===== src/rtl/uart_pkg.sv =====
// Shared UART definitions: transmitter FSM states, frame geometry and line levels
// common to the trigger receiver and the buffered transmitter.
package uart_pkg;

    typedef enum logic {IDLE = 1'b0, XMIT = 1'b1} tx_state_t;

    localparam int   FRAME_BITS = 10;
    localparam logic START_BIT  = 1'b0;
    localparam logic STOP_BIT   = 1'b1;

    // Builds an 8N1 frame, LSB transmitted first.
    function automatic logic [FRAME_BITS-1:0] make_frame(input logic [7:0] data);
        return {STOP_BIT, data, START_BIT};
    endfunction

endpackage


===== src/rtl/uart_trig_tx_if.sv =====
// Enqueue-side bus of the buffered UART transmitter: write strobe, data and FIFO status.
interface uart_trig_tx_if;

    logic [7:0] tx_data;
    logic       wr;
    logic       full;
    logic       empty;

    modport master (output tx_data, output wr, input full, input empty);
    modport slave  (input tx_data, input wr, output full, output empty);

endinterface


===== src/rtl/uart_fifo.sv =====
// Synchronous FIFO with power-of-two depth; status flags are derived from registered
// pointers that carry one extra wrap bit.
module uart_fifo #(
    parameter int DEPTH = 4,
    parameter int WIDTH = 8
) (
    input  logic             clk,
    input  logic             rst_n,
    input  logic             wr,
    input  logic             rd,
    input  logic [WIDTH-1:0] din,
    output logic [WIDTH-1:0] dout,
    output logic             full,
    output logic             empty
);

    localparam int AW = $clog2(DEPTH);

    logic [WIDTH-1:0] mem_r [DEPTH];
    logic [AW:0]      wptr_r;
    logic [AW:0]      rptr_r;
    logic             wr_en_s;
    logic             rd_en_s;

    // A write into a full FIFO is dropped even when a pop happens in the same cycle.
    assign wr_en_s = wr && !full;
    assign rd_en_s = rd && !empty;

    assign full  = (wptr_r[AW] != rptr_r[AW]) && (wptr_r[AW-1:0] == rptr_r[AW-1:0]);
    assign empty = (wptr_r == rptr_r);
    assign dout  = mem_r[rptr_r[AW-1:0]];

    // Storage array; contents are discarded on reset by clearing the pointers.
    always_ff @(posedge clk) begin
        if (wr_en_s) begin
            mem_r[wptr_r[AW-1:0]] <= din;
        end
    end

    // Read and write pointers.
    always_ff @(posedge clk or negedge rst_n) begin
        if (!rst_n) begin
            wptr_r <= '0;
            rptr_r <= '0;
        end else begin
            if (wr_en_s) begin
                wptr_r <= wptr_r + (AW+1)'(1);
            end
            if (rd_en_s) begin
                rptr_r <= rptr_r + (AW+1)'(1);
            end
        end
    end

endmodule


===== src/rtl/uart_trig_tx.sv =====
// Buffered 8N1 UART transmitter: FIFO-fed frame serializer with a run-time bit period
// that is latched per frame; consecutive frames are sent without idle gaps.
module uart_trig_tx
    import uart_pkg::*;
#(
    parameter int DEPTH = 4
) (
    input  logic                 clk,
    input  logic                 rst_n,
    input  logic [15:0]          baud_cnt,
    uart_trig_tx_if.slave        bus,
    output logic                 TX,
    output logic                 tx_busy,
    output logic                 tx_done
);

    tx_state_t             state_r;
    tx_state_t             state_nxt_s;
    logic [15:0]           baud_ctr_r;
    logic [15:0]           baud_lat_r;
    logic [3:0]            bit_ctr_r;
    logic [FRAME_BITS-1:0] shift_r;
    logic                  tx_done_r;
    logic [7:0]            fifo_dout_s;
    logic                  pop_s;
    logic                  bit_end_s;
    logic                  frame_end_s;

    uart_fifo #(.DEPTH(DEPTH), .WIDTH(8)) u_fifo (
        .clk   (clk),
        .rst_n (rst_n),
        .wr    (bus.wr),
        .rd    (pop_s),
        .din   (bus.tx_data),
        .dout  (fifo_dout_s),
        .full  (bus.full),
        .empty (bus.empty)
    );

    // Next-state and pop decision; the next byte is loaded on the last stop-bit edge.
    always_comb begin
        state_nxt_s = state_r;
        pop_s       = 1'b0;
        frame_end_s = 1'b0;
        bit_end_s   = (baud_ctr_r == baud_lat_r);
        case (state_r)
            IDLE: begin
                if (!bus.empty) begin
                    pop_s       = 1'b1;
                    state_nxt_s = XMIT;
                end else begin
                    state_nxt_s = IDLE;
                end
            end
            XMIT: begin
                if (bit_end_s && (bit_ctr_r == 4'(FRAME_BITS - 1))) begin
                    frame_end_s = 1'b1;
                    if (!bus.empty) begin
                        pop_s       = 1'b1;
                        state_nxt_s = XMIT;
                    end else begin
                        state_nxt_s = IDLE;
                    end
                end else begin
                    state_nxt_s = XMIT;
                end
            end
            default: begin
                state_nxt_s = IDLE;
            end
        endcase
    end

    // FSM state register.
    always_ff @(posedge clk or negedge rst_n) begin
        if (!rst_n) begin
            state_r <= IDLE;
        end else begin
            state_r <= state_nxt_s;
        end
    end

    // Serializer datapath; the shift register idles at all-ones so TX rests high.
    always_ff @(posedge clk or negedge rst_n) begin
        if (!rst_n) begin
            baud_ctr_r <= 16'd0;
            baud_lat_r <= 16'd0;
            bit_ctr_r  <= 4'd0;
            shift_r    <= {FRAME_BITS{STOP_BIT}};
            tx_done_r  <= 1'b0;
        end else begin
            tx_done_r <= frame_end_s;
            if (pop_s) begin
                shift_r    <= make_frame(fifo_dout_s);
                baud_ctr_r <= 16'd0;
                bit_ctr_r  <= 4'd0;
                baud_lat_r <= baud_cnt;
            end else if (state_r == XMIT) begin
                if (bit_end_s) begin
                    baud_ctr_r <= 16'd0;
                    shift_r    <= {STOP_BIT, shift_r[FRAME_BITS-1:1]};
                    bit_ctr_r  <= bit_ctr_r + 4'd1;
                end else begin
                    baud_ctr_r <= baud_ctr_r + 16'd1;
                end
            end
        end
    end

    assign TX      = shift_r[0];
    assign tx_busy = (state_r == XMIT);
    assign tx_done = tx_done_r;

endmodule


===== src/flat_wrapper.sv =====
// flat-port wrapper written by rule: the top's interface ports become plain ports
module uart_trig_tx_flat import uart_pkg::*;
#(
    parameter int DEPTH = 4
)
  (clk, rst_n, baud_cnt, TX, tx_busy, tx_done, bus_tx_data, bus_wr, bus_full, bus_empty);
  uart_trig_tx_if bus_i ();
  input  logic clk;
  input  logic rst_n;
  input  logic [15:0] baud_cnt;
  output logic TX;
  output logic tx_busy;
  output logic tx_done;
  input wire logic [$bits(bus_i.tx_data)-1:0] bus_tx_data;
  input wire logic [$bits(bus_i.wr)-1:0] bus_wr;
  output wire logic [$bits(bus_i.full)-1:0] bus_full;
  output wire logic [$bits(bus_i.empty)-1:0] bus_empty;
  assign bus_i.tx_data = bus_tx_data;
  assign bus_i.wr = bus_wr;
  assign bus_full = bus_i.full;
  assign bus_empty = bus_i.empty;
  uart_trig_tx #(.DEPTH(DEPTH)) u_core (.clk(clk), .rst_n(rst_n), .baud_cnt(baud_cnt), .bus(bus_i), .TX(TX), .tx_busy(tx_busy), .tx_done(tx_done));
endmodule

===== config.mk =====
export PLATFORM = sky130hd
export DESIGN_NAME = uart_trig_tx_flat
export DESIGN_NICKNAME = d
export VERILOG_FILES = /design/src/rtl/uart_pkg.sv /design/src/rtl/uart_trig_tx_if.sv /design/src/rtl/uart_fifo.sv /design/src/rtl/uart_trig_tx.sv /design/src/flat_wrapper.sv
export SDC_FILE = /design/constraint.sdc
export NUM_CORES = 1
export LEC_CHECK = 0
export ABC_AREA = 1
export BUFFER_PORTS_ARGS = -buffer_cell sky130_fd_sc_hd__buf_2
export CELL_PAD_IN_SITES_DETAIL_PLACEMENT = 0
export CELL_PAD_IN_SITES_GLOBAL_PLACEMENT = 2
export CORE_ASPECT_RATIO = 0.7
export CORE_UTILIZATION = 34
export DETAILED_ROUTE_END_ITERATION = 16
export PLACE_DENSITY = 0.85
export SLEW_MARGIN = 20
export SYNTH_ARGS = -nofsm -noshare
export SYNTH_HDL_FRONTEND = slang
export SYNTH_HIERARCHICAL = 1
export SYNTH_SLANG_ARGS = --single-unit

===== constraint.sdc =====
create_clock -name clk -period 2.1 [get_ports clk]
set_clock_uncertainty 0.1 [all_clocks]
set_input_delay 0.42 -clock clk [delete_from_list [all_inputs] [get_ports clk]]
set_output_delay 0.42 -clock clk [all_outputs]
set_load 0.02 [all_outputs]

Word-level counts from Yosys, hierarchy flattened
Memory sizes are Yosys's and may differ from the RTL's.
Index checks and enable logic that the tools add are counted.
Operators by class
  bitwise operators: 1
  add/subtract/negate cells: 4
  reductions and logical operators: 9
  equality and inequality tests: 5
  mux-type cells: 18
Operators with widths (number)
  $mux 16: 3
  $mux 10: 3
  $add 16x1->16 const B: 1
  $eq 16x16->1: 1
  $mux 4: 3
  $mux 1: 7
  $add 3x1->3 const B: 2
  $add 4x1->4 const B: 1
  $eq 4x4->1 const B: 1
  $logic_and 1x1->1: 4
  $pmux 1 s2: 2
  $reduce_bool 2->1: 2
  $eq 3x3->1: 1
  $eq 2x2->1: 1
  $logic_not 1->1: 2
  $reduce_and 2->1: 1
  $ne 1x1->1: 1
  $not 1->1: 1
Storage, ports and cells
  bits of input ports: 27
  output and inout bits: 5
  RAM bits: 32
  memories kept: 1
  logic and storage cells: 46
  register bits: 54
Memories
  u_core.u_fifo.mem_r: depth 4, width 8, rd ports 1, clocked after memory_dff 0, write ports 1, RTL line uart_fifo.sv:19  | logic [WIDTH-1:0] mem_r [DEPTH];

Longest topological paths before layout
Gate-level depths: netlist of the first run.
  depth in word-level cells: 6
  mapped depth: 14
  mapped depth without buffers: 13

Modules after synthesis
The synthesis of the first run kept the hierarchy.
By module, submodules not included
  uart_trig_tx: sequential area each 1187.4 um2, cells an instance 341, times used 1, area each 2701.3 um2
  uart_fifo: sequential area each 1111.1 um2, cells an instance 138, times used 1, area each 1649.1 um2

Least setup slack after synthesis of the first run
OpenSTA, ideal clock, no wires.
  path kind: reg-to-reg
  from: reg u_core.u_fifo.rptr_r[0]
  to: reg u_core.baud_ctr_r[2]
  data arrival time: 2010 ps
  path slack: -92 ps
  stages on the path, launching flop included: 12
  buffers on the path: 2
  required time: 1917 ps
  library setup time: 83 ps
  period minus slack after synthesis: 2192 ps
  cell sequence: dfrtp_1 -> buf_6 -> inv_4 -> nand2_2 -> nand2_4 -> nand3_2 -> inv_1 -> clkinv_1 -> nor2_1 -> inv_1 -> clkbuf_1 -> o22ai_1
Between the ends
  word-level cells in the longest chain between the ends: 5
  elaborated cells on any way between the ends: 6
  classes of those cells: eq/ne (1); mux (4); reduce/logical (1)
Ends and longest elaborated chain
  start: declaration: RTL line uart_fifo.sv:21  | logic [AW:0] rptr_r;
  start signal: assignment: RTL line uart_fifo.sv:50  | rptr_r <= rptr_r + (AW+1)'(1);
  $eq 3x3->1 *: RTL line uart_fifo.sv:30  | assign empty = (wptr_r == rptr_r);
  net bus_empty: RTL line flat_wrapper.sv:17  | output wire logic [$bits(bus_i.empty)-1:0] bus_empty;
  $mux 1 *: RTL line uart_trig_tx.sv:48, uart_trig_tx.sv:58
  $mux 1: RTL line uart_trig_tx.sv:56  | if (bit_end_s && (bit_ctr_r == 4'(FRAME_BITS - 1))) begin
  $pmux 1 s2 *: RTL line uart_trig_tx.sv:46  | case (state_r)
  $mux 16 or $reduce_bool 2->1 (tied branches)
  end signal: assignment: RTL line uart_trig_tx.sv:104  | baud_ctr_r <= baud_ctr_r + 16'd1;
  end: declaration: RTL line uart_trig_tx.sv:19  | logic [15:0] baud_ctr_r;
The timed path passes the listed nets; every way through them passes the cells marked *.
A chain may end at the register's enable or synchronous reset.

Final worst setup path of the first run
  from: reg u_core.u_fifo.wptr_r[1]
  to: out bus_full
Between the ends
  word-level cells in the longest chain between the ends: 2
Ends and longest elaborated chain
  start: declaration: RTL line uart_fifo.sv:20  | logic [AW:0] wptr_r;
  start signal: assignment: RTL line uart_fifo.sv:47  | wptr_r <= wptr_r + (AW+1)'(1);
  $eq 2x2->1: RTL line uart_fifo.sv:29  | assign full = (wptr_r[AW] != rptr_r[AW]) && (wptr_r[AW-1:0] == rptr_r[AW-1:0]);
  $logic_and 1x1->1: RTL line uart_fifo.sv:29
  end: declaration: RTL line flat_wrapper.sv:16  | output wire logic [$bits(bus_i.full)-1:0] bus_full;
Every way passes these cells.

==> results of run 1 <==
-- path summary, 6_finish.rpt --
path | cells after the start | slack, ps | to | start
max | 5 | 80 | bus_full | u_core/u_fifo/wptr_r[1]$_DFFE_PN0P_
min | 3 | 170 | u_core/baud_lat_r[3]$_DFFE_PN0P_ | baud_cnt[3]
max reg2reg | 12 | 150 | u_core/bit_ctr_r[1]$_DFFE_PN0P_ | u_core/baud_ctr_r[10]$_DFFE_PN0P_
min reg2reg | 2 | 390 | u_core/shift_r[2]$_DFFE_PN1P_ | u_core/shift_r[2]$_DFFE_PN1P_
max in group asynchronous | 3 | 860 | u_core/shift_r[0]$_DFFE_PN1P_ | rst_n
min in group asynchronous | 2 | 460 | u_core/u_fifo/wptr_r[1]$_DFFE_PN0P_ | rst_n
-- per-stage QoR --
step	util, %	worst slack, ps	area [um2]
floorplan	-	61.5	4350
global placement	38.2	102	4760
detailed placement	38.2	69.0	4760
CTS	40.6	6.32	5060
global route	41.1	-21.3	5120
finish	41.1	75.4	5120
-- registers in the layout (all words and copies together), names as in the netlist --
name	count
u_core/baud_lat_r	16
u_core/u_fifo/rptr_r	3
u_core/bit_ctr_r	4
u_core/tx_busy	1
u_core/tx_done	1
u_core/shift_r	9
u_core/u_fifo/mem_r	32
u_core/u_fifo/wptr_r	3
u_core/baud_ctr_r	16
-- layout make-up --
| type | instances | area [um2] | share of cell area, % |
|---|---|---|---|
| clock buffer | 9 | 225 | 4.39 |
| clock inverter | 7 | 62.6 | 1.22 |
| inverter | 72 | 287 | 5.59 |
| multi-input combinational | 308 | 1690 | 32.9 |
| sequential | 85 | 2300 | 44.9 |
| tap | 162 | 203 | 3.96 |
| timing repair buffer | 54 | 358 | 6.98 |
-- per-layer routing --
layer  GRT usage (%)  vias up  wire length (um)
met4            4.82        0                82
met5               0        -                 0
met3            3.88       10               308
li1                -     1654                 -
met2            21.5       41              4020
met1            23.4     1503              4970
-- cells in the mapped netlist --
cell and n:
buf_8 3, buf_2 6, clkinv_4 1, clkinv_1 1, inv_4 1, clkbuf_1 2
xnor2_1 2, nor3_1 3, nor3_2 1, nand2_1 107, a21oi_1 4, nand3_1 45
edfxtp_1 32, nand3b_1 2, dfstp_2 9, ha_1 8, xor2_1 8, o21ai_1 6
nand3_4 2, xnor2_2 1, nor2_4 2, o31ai_1 2, buf_6 3, nand3_2 1
inv_1 62, o21ai_0 27, o21ai_2 13, nand4_1 4, nand2_2 16, nor2_2 1
inv_2 7, dfrtp_1 44, o22ai_1 15, nor2_1 33, nand2_4 5
-- cells by family after synthesis --
| kind of cell | Yosys count |
|---|---|
| AOI/OAI and AO/OA | 67 |
| xor gates and xnor gates | 11 |
| adders and majority gates | 8 |
| and+or+nand+nor | 222 |
| buffers and inverters | 86 |
| DFF | 85 |
-- critical path, cell delays in order (launching register included) --
cell and delay, ps:
dfrtp_2 450, xnor2_2 230, buf_4 170, nand3_4 100
inv_1 70, buf_2 150
-- power groups by stage --
stage / Sequential, W / Clock, W / Combinational [W]
after floorplan: 0.00226 / 0 / 0.000953
after global placement: 0.00233 / 0 / 0.00125
after detailed placement: 0.00233 / 0 / 0.00128
after CTS: 0.00230 / 0.00161 / 0.00130
after global routing: 0.00235 / 0.00166 / 0.00154
final: 0.00230 / 0.00156 / 0.00135
-- timing repair --
action                     in CTS  in global routing
resized for setup               2                 12
hold endpoints to repair       16                  0
pin swaps                       1                  3
setup buffers                   1                  3
setup endpoints to repair       1                 35
hold buffers                    1                  0
==> results.md, run 1 <==
- Synth Area per Inst: 9.08 um2
- Total grt overflow: 0
- Synth cell types: 35
- Remaining DRCs: 0
- Req. time, crit path: 1580 ps
- Layout Nets: 565
- Sequential share of power: 44.2%
- Gate Count Post-Synth: 479
- Initial antenna violation count: 0
- H-Tree Depth: 3
- Dominant cell type by area after synthesis: dfrtp_1
- Largest net degree at the start of global routing: 29
- Seq cells post-synth: 85
- DR WL/cell: 13.5 um
- Final setup viols: 0
- Power Density: 1020 nW/um2
- Via count: 3,208
- First-pass GRT wire length: 15,800 um
- Fin crit share: 96.4%
- CP Max Fanout: 6
- Adder-Cell Fraction of Synth Area: 2.30%
- Mux cell area share after synthesis: 0%
- Max_cap viols: 0
- Startpoint types: flip-flop
- Slew HR: 69.9%
- Routability cong.: 0.817
- DPL Wire Length: 6640 um
- Synth area leaders: dfrtp_1 25%, edfxtp_1 22%, nand2_1 9.2%, dfstp_2 5.4%, inv_1 5.3%
- First-pass DRT Iterations: 4
- All-Layer GR Usage: 15.5%
- Clock Path Buffers: 2
- Clock sink total: 85
- Combinational share of power: 26.0%
- Fin cells: 697
- Drt via density: 4.60
- Synth Area in Compound Gates: 9.38%
- Port bufs: 31
- Net Sw Power: 0.00177 W
- Slew @ Worst Pin: 452 ps
- Die H: 96.6 um
- Floorplan row count: 34
- Synth Area in XOR/XNOR: 2.39%
- Synthesized net count: 514
- I/O pin cnt: 32
- Die extent in x: 137 um
- Vias in the first global route: 3,151
- Clock power frac: 29.9%
- Placed cells: 676
- Commonest non-fill, non-tap cells in the layout: 106 x nand2_1, 60 x inv_1, 45 x nand3_1
- Post-synth top area share: 25.3%
- Worst min path class: primary input to flip-flop
- Final Hold Viols: 0
- Initial drt markers: 214
- Most common cell after layout, fill and taps aside: nand2_1
- Clock slew at the register clock pins of the worst setup and hold paths: 70 ps
- Worst setup EP type: primary output
- Power, Total: 0.00521 W
- LEAKAGE: 2.38 nW
- Slew Viols, Final: 0
- Detailed Route WL: 9380 um
- Largest family of logic cells by synthesized area: simple AND/OR/NAND/NOR gates
- CTS tree: done
- Critical path class: flip-flop to primary output
- Die footprint: 13,300 um2
- Worst hold margin: 168 ps
- Share of cells above drive strength 1: 26.0%
- Post-Syn Area: 4350 um2
- Area grow syn2layout: 17.8%
- Total Neg Setup Slack: 0 ps
- Switch share: 33.9%
- VDD IR-drop max: 0.364 mV
- CTS Buf Count: 9
- Post-synthesis sequential area ratio: 52.8%
- Ant diodes: 0
- FMAX: 494 MHz
- Critical Path AT: 1500 ps
- Post-layout min period: 2020 ps
- ANT nets after route: 0
- Root Buffer: clkbuf_16
- Effective utilization at floorplan: 34.9%
- Worst skew pair latency: 350 ps
- Status: finished clean
- Synth Area in Simple Gates: 24.0%
- Fill cells: 1,256
- Core ar.: 12,500 um2
- Int Pwr: 0.00344 W
- Yosys Warn Count: 6
No activity file was read; power rests on OpenSTA's default activity.
==> run 2: changes to the inputs <==
ABC_AREA = unset   (was 1)
CORE_UTILIZATION = 38   (was 34)
==> run 2 against run 1 <==
Effect of this change:
- cell area rose by 5.1%
- the run now ends with setup timing left
- critical endpoint is now u_core/baud_lat_r[13]$_DFFE_PN0P_
- critical path depth increased by 2
- register-to-register slack got worse by 160 ps
- clock power grew 3%
- largest cell class unchanged
- global-route usage rose by 1.8 points
- worst hold slack improved by 18 ps
- final cell count shrank 17%
==> results.md, run 2 <==
- Status: finished, violations left (was finished clean)
- Violated checks: setup timing
- Worst slack at placement: -110 ps (was 69.0 ps)
- Die extent in x: 129 um (was 137 um)
- I/O pin cnt: 32 (unchanged)
- FMAX: 473 MHz (was 494 MHz)
- Final Hold Viols: 0 (unchanged)
- Worst setup EP type: flip-flop (was primary output)
- Initial antenna violation count: 0 (unchanged)
- Most numerous cell in the Yosys netlist: dfrtp_1 (was nand2_1)
- Slew @ Worst Pin: 478 ps (was 452 ps)
- Total grt overflow: 0 (unchanged)
- FFs w/ async S/R, synth: 62.4% (unchanged)
- Final worst setup slack: -13.3 ps (was 75.4 ps)
- Synth Area per Inst: 12.6 um2 (was 9.08 um2)
- CTS tree: done (unchanged)
- Core ar.: 11,000 um2 (was 12,500 um2)
- CTS Buf Count: 9 (unchanged)
- Remaining DRCs: 0 (unchanged)
- Fin crit share: 101% (was 96.4%)
- Final core occ: 48.9% (was 41.1%)
- Area grow syn2layout: 24.9% (was 17.8%)
- Worst skew pair latency: 340 ps (was 350 ps)
- Slew HR: 68.2% (was 69.9%)
- CP Max Fanout: 8 (was 6)
- Post-synthesis sequential area ratio: 53.3% (was 52.8%)
- Slew Viols, Final: 0 (unchanged)
- Share of cells above drive strength 1: 36.8% (was 26.0%)
- Final setup viols: 6 (was 0)
- Seq cells post-synth: 85 (unchanged)
- Synthesized net count: 377 (was 514)
- First-pass DRT Iterations: 4 (unchanged)
- Die footprint: 11,800 um2 (was 13,300 um2)
- Unrepaired setup endpoints after global routing: true
- Clock slew at the register clock pins of the worst setup and hold paths: 70 ps (about the same)
- Post-synth EDFFs: 32 (unchanged)
- Die H: 91.1 um (was 96.6 um)
- Power Density: 1130 nW/um2 (was 1020 nW/um2)
- Root Buffer: clkbuf_16 (unchanged)
- ANT nets after route: 0 (unchanged)
- Number of flip-flops in the largest register: 32 (unchanged)
- Drt via density: 5.14 (was 4.60)
- Most common cell after layout, fill and taps aside: buf_4 (was nand2_1)
- Critical path class: flip-flop to flip-flop (was flip-flop to primary output)
- Ant diodes: 0 (unchanged)
- Critical Path AT: 2230 ps (was 1500 ps)
- DR WL/cell: 16.2 um (was 13.5 um)
- First-pass GRT wire length: 15,400 um (was 15,800 um)
- DPL Wire Length: 6770 um (was 6640 um)
- Routability cong.: 0.805 (was 0.817)
- Post-synth top area share: 25.5% (was 25.3%)
- Synth Flop Type: dfrtp_1 (unchanged)
- Synth top cells by count: 44 x dfrtp_1, 32 x edfxtp_1, 25 x nand2_1 (was 107 x nand2_1, 62 x inv_1, 45 x nand3_1)
- Port bufs: 31 (unchanged)
- Req. time, crit path: 2220 ps (was 1580 ps)
- Yosys Warn Count: 6 (unchanged)
- Commonest non-fill, non-tap cells in the layout: 49 x buf_4, 41 x dfrtp_1, 32 x edfxtp_1 (was 106 x nand2_1, 60 x inv_1, 45 x nand3_1)
- Clock sink total: 85 (unchanged)
- Synth area leaders: dfrtp_1 26%, edfxtp_1 22%, dfstp_2 5.5%, mux4_1 3.7%, xor2_1 3.7% (was dfrtp_1 25%, edfxtp_1 22%, nand2_1 9.2%, dfstp_2 5.4%, inv_1 5.3%)
- Vias in the first global route: 2,937 (was 3,151)
- Largest net degree at the start of global routing: 54 (was 29)
- Dominant cell type by area after synthesis: dfrtp_1 (unchanged)
- VDD IR-drop max: 0.478 mV (was 0.364 mV)
- Gate Count Post-Synth: 342 (was 479)
- LEAKAGE: 2.32 nW (was 2.38 nW)
- All-Layer GR Usage: 17.3% (was 15.5%)
- Startpoint types: flip-flop (unchanged)
- Worst min path class: primary input to flip-flop (unchanged)
- Post-Syn Area: 4310 um2 (was 4350 um2)
- Detailed Route WL: 9420 um (was 9380 um)
- Synth cell types: 52 (was 35)
- Post-layout min period: 2110 ps (was 2020 ps)
- Layout Nets: 457 (was 565)
- Worst hold margin: 186 ps (was 168 ps)
- Max_cap viols: 0 (unchanged)
- Effective utilization at floorplan: 39.1% (was 34.9%)
- Clock Path Buffers: 2 (unchanged)
- Via count: 2,981 (was 3,208)
- Initial drt markers: 220 (was 214)
- Floorplan row count: 32 (was 34)
- H-Tree Depth: 3 (unchanged)
## run 2: per-stage QoR
stage	instances	total power [W]	setup TNS [ps]	instance area, um2
floorplan	342	0.00380	-1560	4360
global placement	560	0.00436	-528	4990
CTS	580	0.00608	-19.4	5330
global route	580	0.00640	-2740	5390
finish	580	0.00606	-52.3	5390
detailed placement	560	0.00441	-986	4990
## run 2: routing by layer
layer / wire length [um] / track usage [%] / part of all wire, % / up-vias
met4: 88 / 4.22 / 0.93 / 0
met5: 0 / 0 / 0 / -
li1: - / - / - / 1429
met3: 539 / 3.77 / 5.7 / 7
met1: 4610 / 25.8 / 49 / 1463
met2: 4180 / 25.3 / 44 / 82
## run 2: worst paths after layout
check | cells after the start | start | slack (ps) | end
worst max-delay path | 7 | u_core/baud_lat_r[15]$_DFFE_PN0P_ | -10 | u_core/baud_lat_r[13]$_DFFE_PN0P_
worst min-delay path | 1 | bus_tx_data[2] | 190 | u_core/u_fifo/mem_r[0][2]$_DFFE_PP_
max in group asynchronous | 3 | rst_n | 1090 | u_core/shift_r[6]$_DFFE_PN1P_
min in group asynchronous | 3 | rst_n | 490 | u_core/baud_ctr_r[3]$_DFFE_PN0P_
worst min register to register | 1 | u_core/baud_lat_r[5]$_DFFE_PN0P_ | 440 | u_core/baud_lat_r[5]$_DFFE_PN0P_
worst max register to register | 7 | u_core/baud_lat_r[15]$_DFFE_PN0P_ | -10 | u_core/baud_lat_r[13]$_DFFE_PN0P_
## run 2: worst max-delay path: stages (launching register included)
cell	delay, ps
dfrtp_1	390
xor2_1	180
nor4_2	270
buf_4	160
and4_1	190
a21o_1	160
buf_4	220
mux2_4	310
## run 2: area by class of cell
cell class	count	area (um2)
sequential	85	2300
tap	153	191
timing repair buffer	86	624
multi-input combinational	222	1900
clock inverter	7	76.3
inverter	18	67.6
clock buffer	9	225
fill	1007	5630
## run 2: cell families after synthesis
group                    share of synthesized area, %
XOR/XNOR                                         5.60
buffers and inverters                            4.70
AND/OR/NAND/NOR                                  12.1
AO/OA/AOI/OAI                                    10.9
multiplexers                                     11.1
adder cells (fa/ha/maj)                          2.32
flip-flops                                       53.3
## run 2: where the power goes
part           internal [W]  leakage [nW]  switching [W]
Sequential          0.00217         0.947       0.000253
Combinational       0.00104          1.22        0.00101
Clock              0.000850         0.150       0.000746
## run 2: repair_timing
item,CTS,global route
setup endpoints to repair,29,33
hold buffers,1,0
setup buffers,3,0
endpoints found under the hold margin,44,0
gates resized for setup,2,13
pin swaps,2,0
==> run 3: changes to the inputs <==
CORE_UTILIZATION = 39   (was 38)
CTS_BUF_LIST = sky130_fd_sc_hd__clkbuf_4 sky130_fd_sc_hd__clkbuf_8   (was unset)
PLACE_DENSITY = 0.87   (was 0.85)
SLEW_MARGIN = 30   (was 20)
==> run 3 against run 2 <==
Effect of this change:
- the run still ends with setup timing left
- die area is 2.5% lower
- sequential share of layout area is 0.87 points lower
- sequential power hardly changed
- largest power group unchanged
- register-to-register slack hardly changed
- cell area is 2.0% higher
==> results.md, run 3 (synthesized netlist as in run 2, its figures left out) <==
- Max_cap viols: 0 (unchanged)
- Worst setup EP type: flip-flop (unchanged)
- Unrepaired setup endpoints after global routing: true (unchanged)
- Share of cells above drive strength 1: 40.9% (was 36.8%)
- Port bufs: 31 (unchanged)
- Commonest non-fill, non-tap cells in the layout: 53 x buf_4, 42 x dfrtp_1, 32 x edfxtp_1 (was 49 x buf_4, 41 x dfrtp_1, 32 x edfxtp_1)
- Top sig layer: met4 (unchanged)
- Via count: 2,984 (was 2,981)
- Met1 wire length: 5010 um (was 4610 um)
- Clock sink total: 85 (unchanged)
- Drt via density: 5.09 (was 5.14)
- Final core occ: 52.1% (was 48.9%)
- Die extent in x: 128 um (was 129 um)
- Power Density: 1050 nW/um2 (was 1130 nW/um2)
- Worst skew pair latency: 360 ps (was 340 ps)
- Clock Path Buffers: 2 (unchanged)
- Worst min path class: primary input to flip-flop (unchanged)
- Fill cells: 930 (was 1,007)
- Root Buffer: clkbuf_8 (was clkbuf_16)
- Slew Viols, Final: 0 (unchanged)
- Vias in the first global route: 2,843 (was 2,937)
- Remaining DRCs: 0 (unchanged)
- Detailed Route WL: 9420 um (about the same)
- Floorplan row count: 31 (was 32)
- Layout Nets: 468 (was 457)
- CP Max Fanout: 10 (was 8)
- CTS tree: done (unchanged)
- Largest net degree at the start of global routing: 38 (was 54)
- Final Hold Viols: 0 (unchanged)
- All-Layer GR Usage: 16.8% (was 17.3%)
- First-pass GRT wire length: 14,900 um (was 15,400 um)
- Slew HR: 72.5% (was 68.2%)
- Ant diodes: 0 (unchanged)
- First-pass DRT Iterations: 4 (unchanged)
- Area grow syn2layout: 27.5% (was 24.9%)
- Core ar.: 10,600 um2 (was 11,000 um2)
- Initial drt markers: 220 (unchanged)
- Violated checks: setup timing (unchanged)
- Slew @ Worst Pin: 413 ps (was 478 ps)
- LEAKAGE: 2.33 nW (was 2.32 nW)
- DPL Wire Length: 6680 um (was 6770 um)
- H-Tree Depth: 3 (unchanged)
- CTS Buf Count: 9 (unchanged)
- Most common cell after layout, fill and taps aside: buf_4 (unchanged)
- I/O pin cnt: 32 (unchanged)
- Routability cong.: 0.823 (was 0.805)
- Met2 wire length: 3900 um (was 4180 um)
- DR WL/cell: 16.1 um (was 16.2 um)
- Die H: 90.0 um (was 91.1 um)
- Number of flip-flops in the largest register: 32 (unchanged)
- Effective utilization at floorplan: 40.9% (was 39.1%)
- Req. time, crit path: 2240 ps (was 2220 ps)
- Fin crit share: 101% (about the same)
- Initial antenna violation count: 0 (unchanged)
- Final worst setup slack: -18.5 ps (was -13.3 ps)
- Clock slew at the register clock pins of the worst setup and hold paths: 90 ps (was 70 ps)
- Met3 wire length: 439 um (was 539 um)
- Total grt overflow: 0 (unchanged)
- Status: finished, violations left (unchanged)
- Critical Path AT: 2260 ps (was 2230 ps)
- FMAX: 472 MHz (was 473 MHz)
- ANT nets after route: 0 (unchanged)
- Die footprint: 11,500 um2 (was 11,800 um2)
- Final setup viols: 7 (was 6)
- Power, Total: 0.00577 W (was 0.00606 W)
- Startpoint types: flip-flop (unchanged)
- Post-layout min period: 2120 ps (was 2110 ps)
- Critical path class: flip-flop to flip-flop (unchanged)
- VDD IR-drop max: 0.477 mV (was 0.478 mV)
[run 3: changes by cell type in the layout (fill, tap and decap cells not counted), sizes merged]
cell and delta:
clkinv -1, clkbuf +3, clkinvlp +2, inv -2, buf +9
[run 3: final cells by class]
type,instances,area (um2),area share [%]
Inverter,18,67.6,1.23
Tap cell,148,185,3.37
Timing Repair Buffer,97,772,14.1
Clock buffer,10,131,2.39
Multi-Input combinational cell,222,1990,36.2
Sequential cell,85,2300,41.9
Clock inverter,6,50.0,0.911
[run 3: path summary, 6_finish.rpt]
path                                                       start                             endpoint  slack [ps]  cells past startpoint
worst max-delay path            u_core/baud_lat_r[9]$_DFFE_PN0P_     u_core/baud_lat_r[5]$_DFFE_PN0P_         -20                      6
worst min-delay path                              bus_tx_data[3]  u_core/u_fifo/mem_r[1][3]$_DFFE_PP_         170                      1
worst max register to register  u_core/baud_lat_r[9]$_DFFE_PN0P_     u_core/baud_lat_r[5]$_DFFE_PN0P_         -20                      6
worst min register to register  u_core/baud_lat_r[5]$_DFFE_PN0P_     u_core/baud_lat_r[5]$_DFFE_PN0P_         440                      1
max in group asynchronous                                  rst_n        u_core/shift_r[3]$_DFFE_PN1P_         870                      3
min in group asynchronous                                  rst_n     u_core/baud_ctr_r[3]$_DFFE_PN0P_         420                      2
[run 3: repair_timing]
action,CTS,global route
endpoints found under the hold margin,12,0
gates cloned,0,2
setup buffers,3,9
pin swaps,2,9
gates resized for setup,8,31
endpoints found under the setup margin,17,42
hold buffers,1,0
[run 3: critical path: stages (launching register included)]
cell,delay (ps)
dfrtp_1,430
xor2_2,200
nor4_2,310
and4_1,290
a21o_4,190
buf_8,150
mux2_2,330
[run 3: power breakdown]
group	internal, W	total [W]	switching [W]
Clock	0.000461	0.00108	0.000620
Combinational	0.00118	0.00226	0.00108
Sequential	0.00216	0.00243	0.000271
[run 3: routing by layer]
metal	up-vias	GRT usage, %
li1	1446	-
met1	1454	26.6
met2	73	22.4
met3	11	4.23
met4	0	4.12
met5	-	0
[run 3: metrics by stage]
stage               instance area, um2  std cells  setup TNS, ps  worst slack [ps]  hold WS [ps]
floorplan                         4360        342          -1560              -120          24.4
global placement                  4970        555              0              7.89           280
detailed placement                4970        555          -18.6             -18.6           277
CTS                               5220        575          -14.8             -6.46           160
global route                      5490        586          -1580              -105           155
finish                            5490        586           -108             -18.5           174
